`src/rtl/reg_file_write_scheduler.sv`:
```
// Owns the register-file write port: zero-clears x1..xN after reset, then arbitrates core (priority) vs debug writes.
// Latency: an accepted write appears on WE3/A3/WD3 one cycle after the handshake edge, for one cycle.
// Backpressure: readies drop during the sweep; debug waits behind core but gets a forced slot after STARVE_LIMIT lost cycles.
module reg_file_write_scheduler #(
    parameter int WIDTH          = 32,
    parameter int SIZE           = 5,
    parameter int CLEAR_ON_RESET = 1,
    parameter int STARVE_LIMIT   = 4
) (
    input  logic             clk,
    input  logic             reset,
    input  logic             core_we_i,
    input  logic [SIZE-1:0]  core_addr_i,
    input  logic [WIDTH-1:0] core_data_i,
    output logic             core_ready_o,
    input  logic             dbg_valid_i,
    input  logic [SIZE-1:0]  dbg_addr_i,
    input  logic [WIDTH-1:0] dbg_data_i,
    output logic             dbg_ready_o,
    output logic             reg_write_WE3_o,
    output logic [SIZE-1:0]  write_register_A3_o,
    output logic [WIDTH-1:0] write_data_WD3_o,
    output logic             busy_o
);
    localparam int CW = $clog2(STARVE_LIMIT + 1);
    localparam logic [CW-1:0]   LIMIT     = CW'(STARVE_LIMIT);
    localparam logic [SIZE-1:0] LAST_ADDR = {SIZE{1'b1}};

    typedef enum logic {ST_CLEAR, ST_ARB} state_t;
    localparam state_t RESET_STATE = (CLEAR_ON_RESET != 0) ? ST_CLEAR : ST_ARB;

    state_t            state, state_nxt;
    logic [SIZE-1:0]   clear_cnt, clear_cnt_nxt;
    logic [CW-1:0]     wait_cnt, wait_cnt_nxt;
    logic              we_nxt;
    logic [SIZE-1:0]   a3_nxt;
    logic [WIDTH-1:0]  wd3_nxt;
    logic              forced;
    logic              core_hs;
    logic              dbg_hs;

    assign busy_o = (state == ST_CLEAR);
    assign forced = (wait_cnt == LIMIT);

    always_comb begin
        state_nxt     = state;
        clear_cnt_nxt = clear_cnt;
        wait_cnt_nxt  = wait_cnt;
        we_nxt        = 1'b0;
        a3_nxt        = write_register_A3_o;
        wd3_nxt       = write_data_WD3_o;
        core_ready_o  = 1'b0;
        dbg_ready_o   = 1'b0;
        core_hs       = 1'b0;
        dbg_hs        = 1'b0;
        case (state)
            ST_CLEAR: begin
                we_nxt        = 1'b1;
                a3_nxt        = clear_cnt;
                wd3_nxt       = '0;
                clear_cnt_nxt = clear_cnt + 1'b1;
                wait_cnt_nxt  = '0;
                if (clear_cnt == LAST_ADDR)
                    state_nxt = ST_ARB;
            end
            default: begin
                core_ready_o = !forced;
                dbg_ready_o  = forced || !core_we_i;
                core_hs      = core_we_i && core_ready_o;
                dbg_hs       = dbg_valid_i && dbg_ready_o;
                // x0 is hard-wired: the handshake completes but no write strobe is issued
                if (core_hs) begin
                    we_nxt  = (core_addr_i != '0);
                    a3_nxt  = core_addr_i;
                    wd3_nxt = core_data_i;
                end else if (dbg_hs) begin
                    we_nxt  = (dbg_addr_i != '0);
                    a3_nxt  = dbg_addr_i;
                    wd3_nxt = dbg_data_i;
                end
                if (dbg_hs || !dbg_valid_i)
                    wait_cnt_nxt = '0;
                else if (!dbg_ready_o && !forced)
                    wait_cnt_nxt = wait_cnt + 1'b1;
            end
        endcase
    end

    always_ff @(posedge clk or posedge reset) begin
        if (reset) begin
            state               <= RESET_STATE;
            clear_cnt           <= SIZE'(1);
            wait_cnt            <= '0;
            reg_write_WE3_o     <= 1'b0;
            write_register_A3_o <= '0;
            write_data_WD3_o    <= '0;
        end else begin
            state               <= state_nxt;
            clear_cnt           <= clear_cnt_nxt;
            wait_cnt            <= wait_cnt_nxt;
            reg_write_WE3_o     <= we_nxt;
            write_register_A3_o <= a3_nxt;
            write_data_WD3_o    <= wd3_nxt;
        end
    end
endmodule

```
`config.mk`:
```
export PLATFORM = sky130hd
export DESIGN_NAME = reg_file_write_scheduler
export DESIGN_NICKNAME = d
export VERILOG_FILES = /design/src/rtl/reg_file_write_scheduler.sv
export SDC_FILE = /design/constraint.sdc
export NUM_CORES = 1
export LEC_CHECK = 0
export ABC_AREA = 1
export CAP_MARGIN = 20
export CORE_UTILIZATION = 44
export DETAILED_ROUTE_END_ITERATION = 12
export GPL_TIMING_DRIVEN = 0
export MAX_ROUTING_LAYER = met4
export PLACE_DENSITY = 0.85
export SKIP_CTS_REPAIR_TIMING = 1
export SLEW_MARGIN = 20
export SYNTH_ARGS = -nofsm -noshare
export SYNTH_HDL_FRONTEND = slang
export SYNTH_SLANG_ARGS = --single-unit
```
`constraint.sdc`:
```
create_clock -name clk -period 3.1 [get_ports clk]
set_clock_uncertainty 0.1 [all_clocks]
set_input_delay 0.465 -clock clk [delete_from_list [all_inputs] [get_ports clk]]
set_output_delay 0.465 -clock clk [all_outputs]
set_load 0.05 [all_outputs]
```
# [Word-level counts from Yosys, hierarchy flattened]
# Index checks and enable logic that the tools add are counted.
[word_totals] inputBits=78 register_bits=47 out_inout_bits=41 wordCells=40
[op_classes] n_eq_ne=4 mux=16 addsub=2 n_reduce_logical=11 n_bitwise=1
[op_table] op="two-way mux 32 bit" count=3
[op_table] op="two-way mux 5 bit" count=3
[op_table] op="nonzero test 5 bit" count=2
[op_table] op="two-way mux 3 bit" count=3
[op_table] op="two-way mux 1 bit" count=7
[op_table] op="!= test 3 x 1 -> 1 bit, second input constant" count=2
[op_table] op="adder 5 x 1 -> 5 bit, second input constant" count=1
[op_table] op="== test 5 bit, second input constant" count=1
[op_table] op="zero test 1 bit" count=4
[op_table] op="adder 3 x 1 -> 3 bit, second input constant" count=1
[op_table] op="== test 3 bit, second input constant" count=1
[op_table] op="logical AND 1 bit" count=3
[op_table] op="logical OR 1 bit" count=2
[op_table] op="NOT 1 bit" count=1

# [Depth between registers and ports, before layout]
[logic_depth] depth_word=7 ltp_mapped=10

# [Worst setup path after synthesis]
# OpenSTA, ideal clock, no wires.
[synth_path] path_type="register to output" start="register state" end="output core_ready_o" arrival_ns=1.519 setup_slack_ns=1.016 stages_incl_launch_ff=4 required_ns=2.535 n_path_buf=1 cell_sequence="dfrtp_1 > inv_2 > buf_2 > a21oi_1"
[synth_between] elab_chain_cells=1
[synth_lines] element="from (decl)" line_no="32" source="state_t state, state_nxt;"
[synth_lines] element="from (signal assigned)" line_no="98" source="state <= state_nxt;"
[synth_lines] element="two-way mux 1 bit" line_no="56" source="case (state)"
[synth_lines] element="to (decl)" line_no="15" source="output logic core_ready_o,"
# No other way between the ends.

# [Worst setup path after layout]
[layout_path] start="register wait_cnt[0]" end="output dbg_ready_o"
[layout_between] elab_chain_cells=3
[layout_lines] element="from (decl)" line_no="34" source="logic [CW-1:0] wait_cnt, wait_cnt_nxt;"
[layout_lines] element="from (signal assigned)" line_no="100" source="wait_cnt <= wait_cnt_nxt;"
[layout_lines] element="== test 3 bit" line_no="43" source="assign forced = (wait_cnt == LIMIT);"
[layout_lines] element="logical OR 1 bit" line_no="68" source="dbg_ready_o = forced || !core_we_i;"
[layout_lines] element="two-way mux 1 bit" line_no="56"
[layout_lines] element="to (decl)" line_no="19" source="output logic dbg_ready_o,"
# No other way between the ends.

==> metrics.md <==
| Metric | Value |
|---|---|
| Post-route design area | 3900 um^2 |
| Slack of the critical path | 0.170 ns |
| R2r endpoint | write_data_WD3_o[16] |
| Num rows | 27 |
| Setup Crit Path Kind | flip-flop to output port |
| CTS clk-pin slew, worst paths | 0.08 ns |
| DRC Markers | 0 |
| Total gr overflow | 0 |
| Leak pwr | 2.00 nW |
| Hold EP | wait_cnt[0] |
| Vias/cell | 4.73 |
| FF-to-FF setup slack | 1.42 ns |
| Commonest non-fill, non-tap cell in the layout | nand2_1 |
| Nets | 560 |
| Fmax | 341 MHz |
| Outcome | completed |
| Hold-critical path depth | 1 |
| Initial core utilization | 45.8% |
| Initial antenna violation count | 0 |
| Max Slew Vio Count | 0 |
| Die Ht | 77.7 um |
| Slew @ Worst Pin | 0.525 ns |
| GP Congestion | 0.790 |
| Synthesis Warnings | 0 |
| Area delta synth->final | 54.6% |
| Yosys reg bits | 47 |
| Post-synth top area share | 45.6% |
| VDD IR max | 0.256 mV |
| Wirelength, routed | 6820 um |
| Sequential fraction of the synthesis area | 46.7% |
| TritonCTS buffer count | 5 |
| Max-cap violation count | 0 |
| Number of global-route vias before repair | 2575 |
| Post-DP HPWL | 5160 um |
| CP required | 2.53 ns |
| Final period util | 94.5% |
| CP Capture Type | output port |
| Worst-path maximum fanout | 10 |
| Floorplan core area | 5510 um^2 |
| Tot Pwr | 1.63 mW |
| Wire per inst | 12.4 um |
| HP Start | wait_cnt[0] |
| Reg2reg start | wait_cnt[0] |
| Antenna Cells | 0 |
| Core Util, Final | 70.9% |
| Largest net degree at the start of global routing | 29 |
| Syn_nets | 434 |
| Area contributors post-synth | dfrtp_1, nand2_1, nand3_1 |
| Synth unique cells | 25 |
| Syn Std Cell Area | 2520 um^2 |
| Die Span X | 77.7 um |
| ANT nets after route | 0 |
| Slew headroom | 64.9% |
| Initial DRC Count | 112 |
| Setup crit start kind | flip-flop |
| Detailed Routing Iterations Pass 1 | 7 |
| Cells after Synth | 352 |
| RSZ-0062 raised after global routing | false |
| Pre-CTS WS | 0.211 ns |
| Post-place instance area | 3810 um^2 |
| CTS tree | yes |
| Commonest non-fill, non-tap cells in the layout | nand2_1, clkdlybuf4s50_1, dfrtp_1 |
| Clk root buf | clkbuf_8 |
| H-tree depth | 2 |
| Final worst path period need | 2.93 ns |
| Power Density | 417 nW/um^2 |
| Crit path arrival time | 2.36 ns |
| DR vias | 2603 |
| Clk_lat worst skew | 0.30 ns |
| Clk buf depth | 2 |
| R2r worst-path depth | 8 |
| Final setup fails | 0 |
| Proportion of layout cells with a drive suffix above 1 | 6.69% |
| Setup TNS Final | 0 ns |
| Final hold vios | 0 |
| Port Buffers | 118 |
| Clock sinks | 47 |
| Worst hold-check path type | flip-flop to flip-flop |
| IO Pins | 119 |
| First-pass GRT wire length | 11600 um |
| Syn Area/Cell | 7.17 um^2 |
| GRT Total Usage | 24.9% |
| Synth area leader | dfrtp_1 |
| Die footprint | 6040 um^2 |
critical path, stage by stage (launching register included):
cell and delay (ns):
dfrtp_1 0.40, inv_1 0.06, ha_1 0.17, nand2_2 0.09
nand2_4 0.14, inv_4 0.09, nor2_8 0.14, buf_6 0.15
clkdlybuf4s50_1 0.81
sequential cells by signal, indices dropped and copies added (netlist names):
signal,flops
clear_cnt,5
write_register_A3_o,5
state,1
write_data_WD3_o,32
reg_write_WE3_o,1
wait_cnt,3
where the power goes:
group,internal (mW),total [mW],switching [mW]
clock network,0.175,0.374,0.199
registers,0.664,0.693,0.0297
logic,0.226,0.559,0.333
worst max-delay path by stage:
| stage | startpoint | end | cells after the start |
|---|---|---|---|
| floorplan | state | core_ready_o | 3 |
| global placement | core_we_i | dbg_ready_o | 6 |
| detailed placement | core_we_i | dbg_ready_o | 6 |
| CTS | wait_cnt[0] | dbg_ready_o | 8 |
| global route | wait_cnt[0] | dbg_ready_o | 8 |
| finish | wait_cnt[0] | dbg_ready_o | 8 |
metrics by stage:
step / hold slack, ns / cells
4_1_cts: 0.368 / 550
3_5_place_dp: 0.358 / 543
3_3_place_gp: 0.343 / 542
2_1_floorplan: 0.331 / 352
6_report: 0.361 / 550
5_1_grt: 0.407 / 550
kinds of logic (layout without fill, tap and decap cells):
family / count (synthesis) / count (layout) / share of synthesized area [%]
AO/OA/AOI/OAI: 8 / 8 / 1.74
XOR/XNOR: 4 / 4 / 1.39
adder cells (fa/ha/maj): 4 / 4 / 1.98
buffers and inverters: 32 / 158 / 6.35
flip-flops: 47 / 47 / 46.7
AND/OR/NAND/NOR: 257 / 257 / 41.9
cells in the mapped netlist (all sizes together):
| cell | number |
|---|---|
| clkbuf | 6 |
| nand3 | 40 |
| ha | 4 |
| or2 | 1 |
| inv | 13 |
| nor3 | 1 |
| and3 | 1 |
| dfrtp | 46 |
| buf | 13 |
| a21oi | 8 |
| nor2 | 26 |
| dfstp | 1 |
| xor2 | 1 |
| nand2 | 186 |
| xnor2 | 3 |
| nand4 | 2 |
layout make-up:
cell class / instances / area (um^2)
clock buffers: 6 / 82.6
multi-input cells: 273 / 1190
inverters: 13 / 51.3
clock inverters: 1 / 5.00
flip-flops and latches: 47 / 1180
plain buffers: 19 / 109
repair buffers: 119 / 1200
fillers: 475 / 1600
well taps: 72 / 90.1
per-layer routing:
metal  track usage [%]  up-vias  wire length [um]
met5                 -        -                 0
met4              6.79        0                80
met3              5.76        7               450
met2              41.4       83              3250
met1              30.3     1174              3040
li1                  -     1339                 -
Note: power is estimated with default switching activity, not from simulation.
